===== src/rtl/multicycle_ctrl.sv =====
// multicycle_ctrl -- multi-cycle control unit for the shared-datapath CPU.
// Runs each instruction over IF/ID/EXE/MEM/WB states and sequences the
// PC, IR, register-file and data-memory write enables for each state.
//
// Ports:
//   CLK        rising-edge clock
//   Reset      asynchronous active-low reset
//   op         opcode from the IR output
//   zero/sign  ALU flags, combinational in the current cycle
//   state      current state code (debug)
//   PCWre      PC load enable (once per instruction, in its final state)
//   IRWre      IR load enable (IF only)
//   InsMemRW   instruction memory read/write (always read = 0)
//   RegWre     register-file write enable
//   RegDst     1 = rd, 0 = rt
//   ExtSel     1 = sign-extend, 0 = zero-extend
//   ALUSrcA    1 = shamt, 0 = rs
//   ALUSrcB    1 = extended immediate, 0 = rt
//   ALUOp      ADD 000, SUB 001, SLL 010, OR 011, AND 100, SLTU 101, SLT 110, XOR 111
//   PCSrc      00 PC+4, 10 branch target, 01 jump target, 11 register target
//   mRD/mWR    data memory read / write
//   DBDataSrc  1 = memory data register, 0 = ALU output register
//   halted     high while halted
//   WrRegDSrc  0 selects $31 as write register (MC_JUMP_LINK_EN only)
//
// Build option: define MC_JUMP_LINK_EN to add JAL (111010) and JR (111001).
// Without it both opcodes are treated as undefined (2-cycle no-ops).
module multicycle_ctrl #(
  parameter int OPW = 6,
  parameter int STW = 3
) (
  input  logic           CLK,
  input  logic           Reset,
  input  logic [OPW-1:0] op,
  input  logic           zero,
  input  logic           sign,
  output logic [STW-1:0] state,
  output logic           PCWre,
  output logic           IRWre,
  output logic           InsMemRW,
  output logic           RegWre,
  output logic           RegDst,
  output logic           ExtSel,
  output logic           ALUSrcA,
  output logic           ALUSrcB,
  output logic [2:0]     ALUOp,
  output logic [1:0]     PCSrc,
  output logic           mRD,
  output logic           mWR,
  output logic           DBDataSrc,
  output logic           halted
`ifdef MC_JUMP_LINK_EN
  ,
  output logic           WrRegDSrc
`endif
);

  localparam logic [OPW-1:0] OP_ADD   = 6'b000000;
  localparam logic [OPW-1:0] OP_SUB   = 6'b000001;
  localparam logic [OPW-1:0] OP_ADDIU = 6'b000010;
  localparam logic [OPW-1:0] OP_ANDI  = 6'b010000;
  localparam logic [OPW-1:0] OP_AND   = 6'b010001;
  localparam logic [OPW-1:0] OP_ORI   = 6'b010010;
  localparam logic [OPW-1:0] OP_OR    = 6'b010011;
  localparam logic [OPW-1:0] OP_SLL   = 6'b011000;
  localparam logic [OPW-1:0] OP_SLTI  = 6'b011100;
  localparam logic [OPW-1:0] OP_SW    = 6'b100110;
  localparam logic [OPW-1:0] OP_LW    = 6'b100111;
  localparam logic [OPW-1:0] OP_BEQ   = 6'b110000;
  localparam logic [OPW-1:0] OP_BNE   = 6'b110001;
  localparam logic [OPW-1:0] OP_BLTZ  = 6'b110010;
  localparam logic [OPW-1:0] OP_J     = 6'b111000;
  localparam logic [OPW-1:0] OP_HALT  = 6'b111111;
`ifdef MC_JUMP_LINK_EN
  localparam logic [OPW-1:0] OP_JR    = 6'b111001;
  localparam logic [OPW-1:0] OP_JAL   = 6'b111010;
`endif

  localparam logic [2:0] ALU_ADD = 3'b000;
  localparam logic [2:0] ALU_SUB = 3'b001;
  localparam logic [2:0] ALU_SLL = 3'b010;
  localparam logic [2:0] ALU_OR  = 3'b011;
  localparam logic [2:0] ALU_AND = 3'b100;
  localparam logic [2:0] ALU_SLT = 3'b110;

  typedef enum logic [STW-1:0] {
    S_IF     = 3'b000,
    S_ID     = 3'b001,
    S_EXE_LS = 3'b010,
    S_MEM    = 3'b011,
    S_WB_LD  = 3'b100,
    S_EXE_BR = 3'b101,
    S_EXE_AL = 3'b110,
    S_WB_AL  = 3'b111
  } state_t;

  typedef enum logic [2:0] {
    C_AL, C_BR, C_LS, C_JMP, C_NOP, C_HALT, C_JAL, C_JR
  } opClass_t;

  state_t         curState;
  logic           haltFlag;
  logic [OPW-1:0] opLatch;
  opClass_t       idClass;
  logic           brTaken;
  logic           pcWreRaw;
  logic           irWreRaw;
  logic           regWreRaw;
  logic           mWrRaw;
`ifdef MC_JUMP_LINK_EN
  logic           jalFlag;
`endif

  // ID decides the next state from the live IR output; later states only
  // ever look at opLatch.
  always_comb begin
    idClass = C_NOP;
    case (op)
      OP_ADD, OP_SUB, OP_ADDIU, OP_ANDI, OP_AND,
      OP_ORI, OP_OR, OP_SLL, OP_SLTI:   idClass = C_AL;
      OP_BEQ, OP_BNE, OP_BLTZ:          idClass = C_BR;
      OP_SW, OP_LW:                     idClass = C_LS;
      OP_J:                             idClass = C_JMP;
      OP_HALT:                          idClass = C_HALT;
`ifdef MC_JUMP_LINK_EN
      OP_JAL:                           idClass = C_JAL;
      OP_JR:                            idClass = C_JR;
`endif
      default:                          idClass = C_NOP;
    endcase
  end

  // HALT shares code 000 with IF; haltFlag pins the FSM there until reset.
  // WB_JAL likewise shares code 111 with WB_AL, told apart by jalFlag.
  always_ff @(posedge CLK or negedge Reset) begin
    if (!Reset) begin
      curState <= S_IF;
      haltFlag <= 1'b0;
      opLatch  <= '0;
`ifdef MC_JUMP_LINK_EN
      jalFlag  <= 1'b0;
`endif
    end else begin
      case (curState)
        S_IF: if (!haltFlag) curState <= S_ID;
        S_ID: begin
          opLatch <= op;
          case (idClass)
            C_AL:   curState <= S_EXE_AL;
            C_BR:   curState <= S_EXE_BR;
            C_LS:   curState <= S_EXE_LS;
            C_HALT: begin
              curState <= S_IF;
              haltFlag <= 1'b1;
            end
`ifdef MC_JUMP_LINK_EN
            C_JAL: begin
              curState <= S_WB_AL;
              jalFlag  <= 1'b1;
            end
`endif
            default: curState <= S_IF;
          endcase
        end
        S_EXE_AL: curState <= S_WB_AL;
        S_WB_AL: begin
          curState <= S_IF;
`ifdef MC_JUMP_LINK_EN
          jalFlag  <= 1'b0;
`endif
        end
        S_EXE_BR: curState <= S_IF;
        S_EXE_LS: curState <= S_MEM;
        S_MEM:    curState <= (opLatch == OP_LW) ? S_WB_LD : S_IF;
        S_WB_LD:  curState <= S_IF;
        default:  curState <= S_IF;
      endcase
    end
  end

  always_comb begin
    brTaken = 1'b0;
    case (opLatch)
      OP_BEQ:  brTaken = zero;
      OP_BNE:  brTaken = !zero;
      OP_BLTZ: brTaken = sign;
      default: brTaken = 1'b0;
    endcase
  end

  // Sequencing outputs. PCSrc and the ID-state enables must follow the live
  // opcode/flags within the cycle, so these are decoded from the state
  // register rather than registered themselves.
  always_comb begin
    pcWreRaw  = 1'b0;
    irWreRaw  = 1'b0;
    regWreRaw = 1'b0;
    mWrRaw    = 1'b0;
    mRD       = 1'b0;
    DBDataSrc = 1'b0;
    PCSrc     = 2'b00;
`ifdef MC_JUMP_LINK_EN
    WrRegDSrc = 1'b1;
`endif
    case (curState)
      S_IF: irWreRaw = !haltFlag;
      S_ID: begin
        case (idClass)
          C_JMP: begin
            pcWreRaw = 1'b1;
            PCSrc    = 2'b01;
          end
          C_NOP: pcWreRaw = 1'b1;
`ifdef MC_JUMP_LINK_EN
          C_JR: begin
            pcWreRaw = 1'b1;
            PCSrc    = 2'b11;
          end
`endif
          default: ;
        endcase
      end
      S_EXE_BR: begin
        pcWreRaw = 1'b1;
        if (brTaken) PCSrc = 2'b10;
      end
      S_WB_AL: begin
        pcWreRaw  = 1'b1;
        regWreRaw = 1'b1;
`ifdef MC_JUMP_LINK_EN
        if (jalFlag) begin
          PCSrc     = 2'b01;
          WrRegDSrc = 1'b0;
        end
`endif
      end
      S_MEM: begin
        mRD      = (opLatch == OP_LW);
        mWrRaw   = (opLatch == OP_SW);
        pcWreRaw = (opLatch == OP_SW);
      end
      S_WB_LD: begin
        pcWreRaw  = 1'b1;
        regWreRaw = 1'b1;
        DBDataSrc = 1'b1;
      end
      default: ;
    endcase
  end

  // Datapath selects come only from the latched opcode, so they hold steady
  // while the IR changes in IF/ID.
  always_comb begin
    RegDst  = 1'b1;
    ExtSel  = 1'b1;
    ALUSrcA = 1'b0;
    ALUSrcB = 1'b0;
    ALUOp   = ALU_ADD;
    case (opLatch)
      OP_ADDIU: begin
        RegDst  = 1'b0;
        ALUSrcB = 1'b1;
      end
      OP_ANDI: begin
        RegDst  = 1'b0;
        ExtSel  = 1'b0;
        ALUSrcB = 1'b1;
        ALUOp   = ALU_AND;
      end
      OP_ORI: begin
        RegDst  = 1'b0;
        ExtSel  = 1'b0;
        ALUSrcB = 1'b1;
        ALUOp   = ALU_OR;
      end
      OP_SLTI: begin
        RegDst  = 1'b0;
        ALUSrcB = 1'b1;
        ALUOp   = ALU_SLT;
      end
      OP_LW: begin
        RegDst  = 1'b0;
        ALUSrcB = 1'b1;
      end
      OP_SW:                           ALUSrcB = 1'b1;
      OP_SUB, OP_BEQ, OP_BNE, OP_BLTZ: ALUOp = ALU_SUB;
      OP_SLL: begin
        ALUSrcA = 1'b1;
        ALUOp   = ALU_SLL;
      end
      OP_OR:   ALUOp = ALU_OR;
      OP_AND:  ALUOp = ALU_AND;
      default: ;
    endcase
  end

  // Write enables are gated by Reset so they drop the instant reset
  // asserts, even mid-cycle.
  assign PCWre    = pcWreRaw & Reset;
  assign IRWre    = irWreRaw & Reset;
  assign RegWre   = regWreRaw & Reset;
  assign mWR      = mWrRaw & Reset;
  assign InsMemRW = 1'b0;
  assign state    = curState;
  assign halted   = haltFlag;

endmodule


===== config.mk =====
export PLATFORM = sky130hd
export DESIGN_NAME = multicycle_ctrl
export DESIGN_NICKNAME = d
export VERILOG_FILES = /design/src/rtl/multicycle_ctrl.sv
export SDC_FILE = /design/constraint.sdc
export NUM_CORES = 1
export LEC_CHECK = 0
export CAP_MARGIN = 30
export CORE_AREA = 5 5 53 55
export CTS_CLUSTER_SIZE = 30
export DETAILED_ROUTE_END_ITERATION = 8
export DIE_AREA = 0 0 58 60
export GPL_TIMING_DRIVEN = 0
export HOLD_SLACK_MARGIN = 0.1
export PLACE_DENSITY_LB_ADDON = 0.25
export SYNTH_ARGS = -nofsm -noshare
export SYNTH_HDL_FRONTEND = slang
export SYNTH_SLANG_ARGS = --single-unit
export TNS_END_PERCENT = 20

===== constraint.sdc =====
create_clock -name CLK -period 2.1 [get_ports CLK]
set_input_delay 0.42 -clock CLK [delete_from_list [all_inputs] [get_ports CLK]]
set_output_delay 0.42 -clock CLK [all_outputs]
set_load 0.05 [all_outputs]

==> results.json, run 1 <==
{
  "rsz0062_at_grt": "true",
  "holdCritPathClass": "primary input to async pin",
  "dr_total_vias": 960,
  "ios": 30,
  "core.rowCount": 18,
  "r2r_end": "opLatch[1]",
  "gp_congestion": 0.817,
  "path_max_fanout": 4,
  "areaGrowthSynthToFinish_pct": 67.4,
  "fin_crit_sh": 1.04,
  "dp_hpwl_mm": 1.63,
  "n_fill_cell": 193,
  "grt_pass1_wl_mm": 3.66,
  "synth_cells": 109,
  "cp-endpoint": "PCWre",
  "dieWidth_um": 58,
  "max_freq_mhz": 460,
  "syn_avg_cell_area_um2": 8.00,
  "synth_ff_type": "dfrtp_1",
  "finalClockSkew_ns": 0.00311,
  "grt_max_degree": 15,
  "relSlewSlack": 0.659,
  "reg2reg_from": "state[0]",
  "worst_pin_slew_ns": 0.513,
  "critPathRequiredTime_ns": 1.68,
  "worst_slack_ns": -0.0759,
  "grt_overflow": 0,
  "routed_wl_mm": 2.53,
  "setup-violations-final": 3,
  "ys_ff_latch": 10,
  "yosysTopAreaCell": "dfrtp_1",
  "critPathKind": "primary input to primary output",
  "drcViolationCount": 0,
  "yosys-top-cells-area": "dfrtp_1 29%, mux2_2 6.5%, nor2_1 6.5%, nand2_1 3.9%, nand2b_1 3.6%",
  "insertion_delay_ns": 0.27,
  "whs_ns": 0.120,
  "final_core_util": 0.623,
  "start_kind": "primary input",
  "portBuffers": 26,
  "grt_antenna_before_repair": 0,
  "initial_utilization": 0.372,
  "synth_seq_area_share": 0.287,
  "min_period_ns": 2.18,
  "syn_area_um2": 872,
  "firstDrtPassIters": 4,
  "cts.clk_slew.worst_paths_ns": 0.06,
  "async_flop_share": 1.00,
  "ys_types": 44,
  "synth_top_area_share": 0.287,
  "p_per_area_mw_per_mm2": 1440,
  "synth.most_common_cell": "nor2_1",
  "drt_iter0_drc": 22,
  "numCtsBuffers": 3,
  "fp.dieH_um": 60,
  "core_mm2": 0.00234,
  "clk_path_buf_depth": 2,
  "clockRootBuffer": "clkbuf_4",
  "drv_cap": 0,
  "finalHoldViolations": 0,
  "antenna_left": 0,
  "cts_tree": "yes",
  "r2r_setup_slack_ns": 0.72,
  "synthesis.nets": 119,
  "synth-edff-count": 0,
  "die_area_mm2": 0.00348,
  "vdd_ir_drop_max_mv": 0.744,
  "final_layout_size_suffix_gt1_frac": 0.552,
  "multiInputGateArea_um2": 683,
  "setup_tns_ns": -0.0867,
  "grt_usage": 0.134,
  "wl_per_cell_um": 13.8,
  "cp.arrival_ns": 1.76,
  "cts_htree_levels": 1,
  "register_area_um2": 258,
  "drv_slew": 0,
  "power_leakage_nw": 0.611,
  "ys_warn_count": 0,
  "r2r_cells": 4,
  "nets": 165,
  "cp-end-kind": "primary output",
  "grt_pass1_vias": 848,
  "diodes": 0,
  "vias_per_cell": 5.22,
  "synthTopCellsByCount": "15 x nor2_1, 10 x dfrtp_1, 9 x nand2_1",
  "cts_sinks": 10,
  "violations": "negative setup slack",
  "status": "finished with violations",
  "startpoint": "op[0]"
}
logic make-up (layout without fill, tap and decap cells):
| group | count (synthesis) | in the layout | share of synthesized area |
|---|---|---|---|
| other | 1 | 1 | 0.00430 |
| AO/OA/AOI/OAI | 22 | 22 | 0.195 |
| buffers and inverters | 12 | 57 | 0.0660 |
| flip-flops | 10 | 10 | 0.287 |
| adder cells (fa/ha/maj) | 2 | 2 | 0.0244 |
| AND/OR/NAND/NOR | 56 | 56 | 0.349 |
| multiplexers | 5 | 5 | 0.0646 |
| XOR/XNOR | 1 | 1 | 0.0100 |
state kept, by name, summed over array words and instances (netlist names):
signal / count
opLatch: 6
halted: 1
state: 3
stage by stage:
| step | setup slack (ns) | area, µm² | std cells | power [mW] |
|---|---|---|---|---|
| after floorplan | -0.226 | 905 | 109 | 1.26 |
| after global placement | -1.23 | 1200 | 165 | 1.57 |
| after detailed placement | -1.24 | 1200 | 165 | 1.58 |
| after CTS | -0.131 | 1280 | 171 | 1.82 |
| after global routing | -0.141 | 1460 | 184 | 2.23 |
| final | -0.0759 | 1460 | 184 | 2.11 |
what timing repair did:
action                                  CTS  global route
pin swaps                                 6            10
hold buffers                              0             0
setup buffers                             5            13
endpoints found under the setup margin   15            14
gates resized for setup                 102            37
metal layers:
| layer | vias to the layer above | wire (µm) | global-route usage |
|---|---|---|---|
| li1 | 478 | - | - |
| met1 | 454 | 1090 | 0.148 |
| met2 | 23 | 1280 | 0.245 |
| met3 | 5 | 111 | 0.0238 |
| met4 | 0 | 51 | 0.0695 |
| met5 | - | 0 | 0 |
cell usage in the layout, fill, tap and decap left out, types with 2 or more instances in the layout:
master / count
clkdlybuf4s50_1: 6
clkbuf_4: 6
buf_2: 2
buf_6: 9
and3_1: 2
a31oi_1: 2
inv_1: 3
maj3_2: 2
dfrtp_2: 6
a21oi_1: 4
nand2_1: 8
mux2_2: 5
nor2b_1: 2
o21ai_0: 2
buf_4: 19
nand2b_1: 4
nand4_1: 2
o32ai_1: 2
nor2_1: 14
dfrtp_1: 4
nand3_1: 3
clkbuf_2: 4
clkdlybuf4s15_2: 4
power by group:
group | switching (mW) | total, mW | internal, mW | leakage [nW]
Combinational | 0.846 | 1.50 | 0.649 | 0.476
Sequential | 0.138 | 0.435 | 0.297 | 0.115
Clock | 0.0706 | 0.176 | 0.106 | 0.0210
Total | 1.05 | 2.11 | 1.05 | 0.611
cell type report:
class                           instances  share of cell area
Timing Repair Buffer                   44               0.263
Inverter                                4              0.0103
Buffer                                  5              0.0317
Clock buffer                            4              0.0249
Tap cell                               30              0.0257
Multi-Input combinational cell         87               0.468
Sequential cell                        10               0.177
how the worst min path moves through the flow:
stage,from,end,depth (start not counted),slack [ns]
2_1_floorplan,Reset,halted,0,0.12
3_3_place_gp,halted,halted,1,0.48
3_5_place_dp,halted,halted,1,0.49
4_1_cts,Reset,opLatch[1],1,0.12
5_1_grt,Reset,opLatch[1],1,0.13
6_report,Reset,opLatch[1],1,0.12
critical path, cell delays in order:
cell and delay [ns]:
buf_4 0.13, or3b_4 0.42, o32ai_4 0.34, nor2_4 0.07, nand3b_4 0.09, a41oi_4 0.11, buf_6 0.17
(Power assumes the default switching activity.)
==> run 2, diff against run 1 <==
- CORE_AREA: 5 5 53 55 -> 5 5 60 49
- DIE_AREA: 0 0 58 60 -> 0 0 65 54
==> results.json, run 2 (synthesized netlist as in run 1, its figures left out) <==
{
  "grt_overflow": 0,
  "min_period_ns": 2.16,
  "status": "finished with violations",
  "r2r_cells": 6,
  "rsz0062_at_grt": "true",
  "numCtsBuffers": 3,
  "violations": "negative setup slack",
  "final_layout_size_suffix_gt1_frac": 0.539,
  "final_cell_mix": "20 x buf_4, 14 x nor2_1, 8 x nand2_1",
  "gp_congestion": 0.843,
  "cts_sinks": 10,
  "cts_tree": "yes",
  "finalPower_mw": 2.04,
  "relSlewSlack": 0.667,
  "drcViolationCount": 0,
  "start_kind": "primary input",
  "grt_max_degree": 15,
  "dp.cells": 162,
  "path_max_fanout": 6,
  "finalHoldViolations": 0,
  "insertion_delay_ns": 0.28,
  "diodes": 0,
  "power_leakage_nw": 0.610,
  "holdCritPathClass": "primary input to async pin",
  "cts.clk_slew.worst_paths_ns": 0.07,
  "dr_total_vias": 975,
  "ios": 30,
  "critPathKind": "primary input to primary output",
  "nets": 165,
  "layout_commonest_cell": "buf_4",
  "cp-end-kind": "primary output",
  "critPathRequiredTime_ns": 1.68,
  "crit_chain": "buf_8, maj3_2, o22ai_1, and3_4, nand4_1, a41oi_4, buf_6",
  "grt_usage": 0.145,
  "drt_iter0_drc": 44,
  "areaGrowthSynthToFinish_pct": 66.9,
  "die_area_mm2": 0.00351,
  "drv_cap": 0,
  "vdd_ir_drop_max_mv": 0.666,
  "wl_per_cell_um": 13.8,
  "fp.dieH_um": 54,
  "firstDrtPassIters": 4,
  "grt_antenna_before_repair": 0,
  "routed_wl_mm": 2.50,
  "fin_cells": 181,
  "dieWidth_um": 65,
  "core.rowCount": 16,
  "finalClockSkew_ns": 0.000701,
  "postCtsHoldBufs": 0,
  "drv_slew": 0,
  "portBuffers": 26,
  "initial_utilization": 0.366,
  "fin_crit_sh": 1.03,
  "max_freq_mhz": 463,
  "largest_register_ffs": 6,
  "clk_path_buf_depth": 2,
  "regMostFlops": "opLatch",
  "clockRootBuffer": "clkbuf_4",
  "dp_hpwl_mm": 1.74,
  "worst_slack_ns": -0.0580,
  "grt_pass1_wl_mm": 3.95,
  "cts_htree_levels": 1,
  "worst_pin_slew_ns": 0.499,
  "slowest_stage": "maj3_2",
  "setup-violations-final": 1,
  "grt_pass1_vias": 872,
  "core_mm2": 0.00238,
  "p_per_area_mw_per_mm2": 1400,
  "vias_per_cell": 5.39,
  "place_ws_ns": -1.25,
  "antenna_left": 0,
  "slowest_delay_ns": 0.29,
  "cp.arrival_ns": 1.74
}
==> run 2: repair_timing <==
item                       CTS  global route
setup buffers                4            14
pin swaps                    5            10
gates resized for setup    110            27
gates cloned                 0             0
setup endpoints to repair   15            13
==> run 2: path summary, 6_finish.rpt <==
kind,from,to,slack (ns)
max,op[1],PCWre,-0.06
min,Reset,state[0],0.12
max reg2reg,state[0],halted,0.71
min reg2reg,halted,halted,0.54
max in group asynchronous,Reset,opLatch[3],1.72
min in group CLK,op[0],opLatch[0],0.45
==> run 2: cell type report <==
cell class / count / area [µm²]
Sequential cell: 10 / 258
Fill cell: 205 / 927
Tap cell: 27 / 33.8
Timing Repair Buffer: 44 / 394
Clock buffer: 4 / 36.3
Buffer: 5 / 55.1
Multi-Input combinational cell: 87 / 663
Inverter: 4 / 15.0
==> run 2: routing by layer <==
metal / track usage / part of all wire / vias up
li1: - / - / 482
met1: 0.178 / 0.47 / 464
met2: 0.250 / 0.46 / 23
met3: 0.0209 / 0.042 / 6
met4: 0.0772 / 0.021 / 0
met5: 0 / 0 / -
==> run 2: power by group <==
part,internal [mW],leakage [nW],switching [mW]
combinational,0.613,0.474,0.804
clock,0.106,0.0210,0.0760
sequential,0.297,0.115,0.145
total,1.02,0.610,1.02
==> run 2: critical path: cells and delay by family <==
family                     cells  cell delay [ns]
AOI/OAI and AO/OA              2             0.34
and+or+nand+nor                2             0.39
buffers and inverters          2             0.29
adders and majority gates      1             0.29
==> run 2: per-stage QoR <==
| step | area (µm²) | setup TNS (ns) | hold WS (ns) | util |
|---|---|---|---|---|
| after floorplan | 905 | -0.904 | 0.124 | - |
| after global placement | 1200 | -7.59 | 0.488 | 0.503 |
| after detailed placement | 1200 | -7.85 | 0.518 | 0.503 |
| after CTS | 1290 | -0.215 | 0.118 | 0.543 |
| after global routing | 1460 | -0.379 | 0.141 | 0.611 |
| final | 1460 | -0.0580 | 0.120 | 0.611 |
==> run 3, diff against run 2 <==
- PLACE_DENSITY: default -> 0.67
- PLACE_DENSITY_LB_ADDON: 0.25 -> default
- RECOVER_POWER: default -> 50
- clock period: 2.1 -> 2.2 ns (I/O delays scaled with it)
==> results.json, run 3 (synthesized netlist as in run 1, its figures left out) <==
{
  "cts_sinks": 10,
  "reg2reg_from": "state[0]",
  "routed_wl_mm": 2.35,
  "min_period_ns": 2.25,
  "final_layout_size_suffix_gt1_frac": 0.451,
  "place_ws_ns": -1.22,
  "grtUsageMet2": 0.224,
  "grt_antenna_before_repair": 0,
  "core_mm2": 0.00238,
  "grt_overflow": 0,
  "worst_pin_slew_ns": 0.502,
  "path_max_fanout": 6,
  "rsz0062_at_grt": "true",
  "dieWidth_um": 65,
  "start_kind": "primary input",
  "ios": 30,
  "portBuffers": 26,
  "grt_max_degree": 15,
  "dr_total_vias": 919,
  "finalHoldViolations": 0,
  "max_freq_mhz": 444,
  "use_met3": 0.0230,
  "setup_tns_ns": -0.0499,
  "vias_per_cell": 5.44,
  "numCtsBuffers": 3,
  "firstDrtPassIters": 4,
  "busiest_layer": "met2",
  "holdCritPathClass": "primary input to async pin",
  "grt_pass1_wl_mm": 3.86,
  "fin_crit_sh": 1.02,
  "insertion_delay_ns": 0.27,
  "grt_pass1_vias": 821,
  "critPathRequiredTime_ns": 1.76,
  "final_core_util": 0.537,
  "relSlewSlack": 0.664,
  "layout_commonest_cell": "nor2_1",
  "r2r_setup_slack_ns": 0.82,
  "antenna_left": 0,
  "slowest_delay_ns": 0.29,
  "wl_per_cell_um": 13.9,
  "p_per_area_mw_per_mm2": 1360,
  "finalClockSkew_ns": 0.00188,
  "cts_htree_levels": 1,
  "drv_cap": 0,
  "core.rowCount": 16,
  "regMostFlops": "opLatch",
  "r2r_cells": 4,
  "cts_tree": "yes",
  "die_area_mm2": 0.00351,
  "clk_path_buf_depth": 2,
  "drt_iter0_drc": 21,
  "drcViolationCount": 0,
  "setup-violations-final": 1,
  "violations": "negative setup slack",
  "grt_usage": 0.142,
  "critPathKind": "primary input to primary output",
  "largest_register_ffs": 6,
  "status": "finished with violations",
  "areaGrowthSynthToFinish_pct": 46.8,
  "gp_congestion": 0.850,
  "worst_slack_ns": -0.0499,
  "placed_area_mm2": 0.00120,
  "clockRootBuffer": "clkbuf_4",
  "final_cell_mix": "14 x nor2_1, 9 x buf_4, 9 x buf_2",
  "met1_usage": 0.196,
  "drv_slew": 0,
  "slowest_stage": "maj3_2",
  "diodes": 0,
  "r2r_end": "opLatch[2]",
  "cp-end-kind": "primary output",
  "finalPower_mw": 1.74,
  "postLayoutCellArea_mm2": 0.00128,
  "fp.dieH_um": 54,
  "nets": 153,
  "crit_chain": "buf_2, maj3_2, o22ai_1, and3_4, nand4_1, a41oi_4, buf_6",
  "cts.clk_slew.worst_paths_ns": 0.07,
  "initial_utilization": 0.366,
  "vdd_ir_drop_max_mv": 0.427,
  "power_leakage_nw": 0.517,
  "startpoint": "op[1]",
  "dp_hpwl_mm": 1.73,
  "cp.arrival_ns": 1.81
}
-- run 3: timing repair --
item                                   4_1_cts  5_1_grt
pin swaps                                    5        4
setup endpoints to repair                   15       12
setup buffers                                4        2
endpoints found under the hold margin        0        0
hold buffers                                 0        0
gates resized for setup                     84       23
-- run 3: how the worst max path moves through the flow --
| stage | endpoint | slack (ns) | depth (start not counted) |
|---|---|---|---|
| 6_report | PCWre | -0.05 | 7 |
| 4_1_cts | PCWre | -0.14 | 7 |
| 3_3_place_gp | PCWre | -1.17 | 7 |
| 3_5_place_dp | PCWre | -1.22 | 7 |
| 5_1_grt | PCWre | -0.13 | 7 |
| 2_1_floorplan | PCWre | -0.15 | 6 |
-- run 3: metal layers --
| layer | vias up | wire [µm] |
|---|---|---|
| met1 | 436 | 1150 |
| met3 | 2 | 85 |
| met4 | 0 | 8 |
| met5 | - | 0 |
| met2 | 22 | 1110 |
| li1 | 459 | - |
-- run 3: cell type report --
class | instances | area, µm²
Fill cell | 228 | 1100
Multi-Input combinational cell | 87 | 642
Timing Repair Buffer | 32 | 260
Inverter | 4 | 15.0
Clock buffer | 4 | 36.3
Tap cell | 27 | 33.8
Sequential cell | 10 | 258
Buffer | 5 | 35.0
-- run 3: through the flow --
| step | hold WS, ns | cells |
|---|---|---|
| floorplan | 0.144 | 109 |
| global placement | 0.490 | 162 |
| detailed placement | 0.488 | 162 |
| CTS | 0.155 | 167 |
| global route | 0.155 | 169 |
| finish | 0.153 | 169 |
-- run 3: power by group --
| group | internal, mW | switching (mW) |
|---|---|---|
| combinational | 0.438 | 0.710 |
| sequential | 0.283 | 0.134 |
| clock | 0.101 | 0.0695 |
| total | 0.821 | 0.914 |
-- run 3: critical path, delay by kind of cell --
family	cells	cell delay, ns
AO/OA/AOI/OAI	2	0.37
AND/OR/NAND/NOR	2	0.36
adder cells (fa/ha/maj)	1	0.29
buffers and inverters	2	0.34
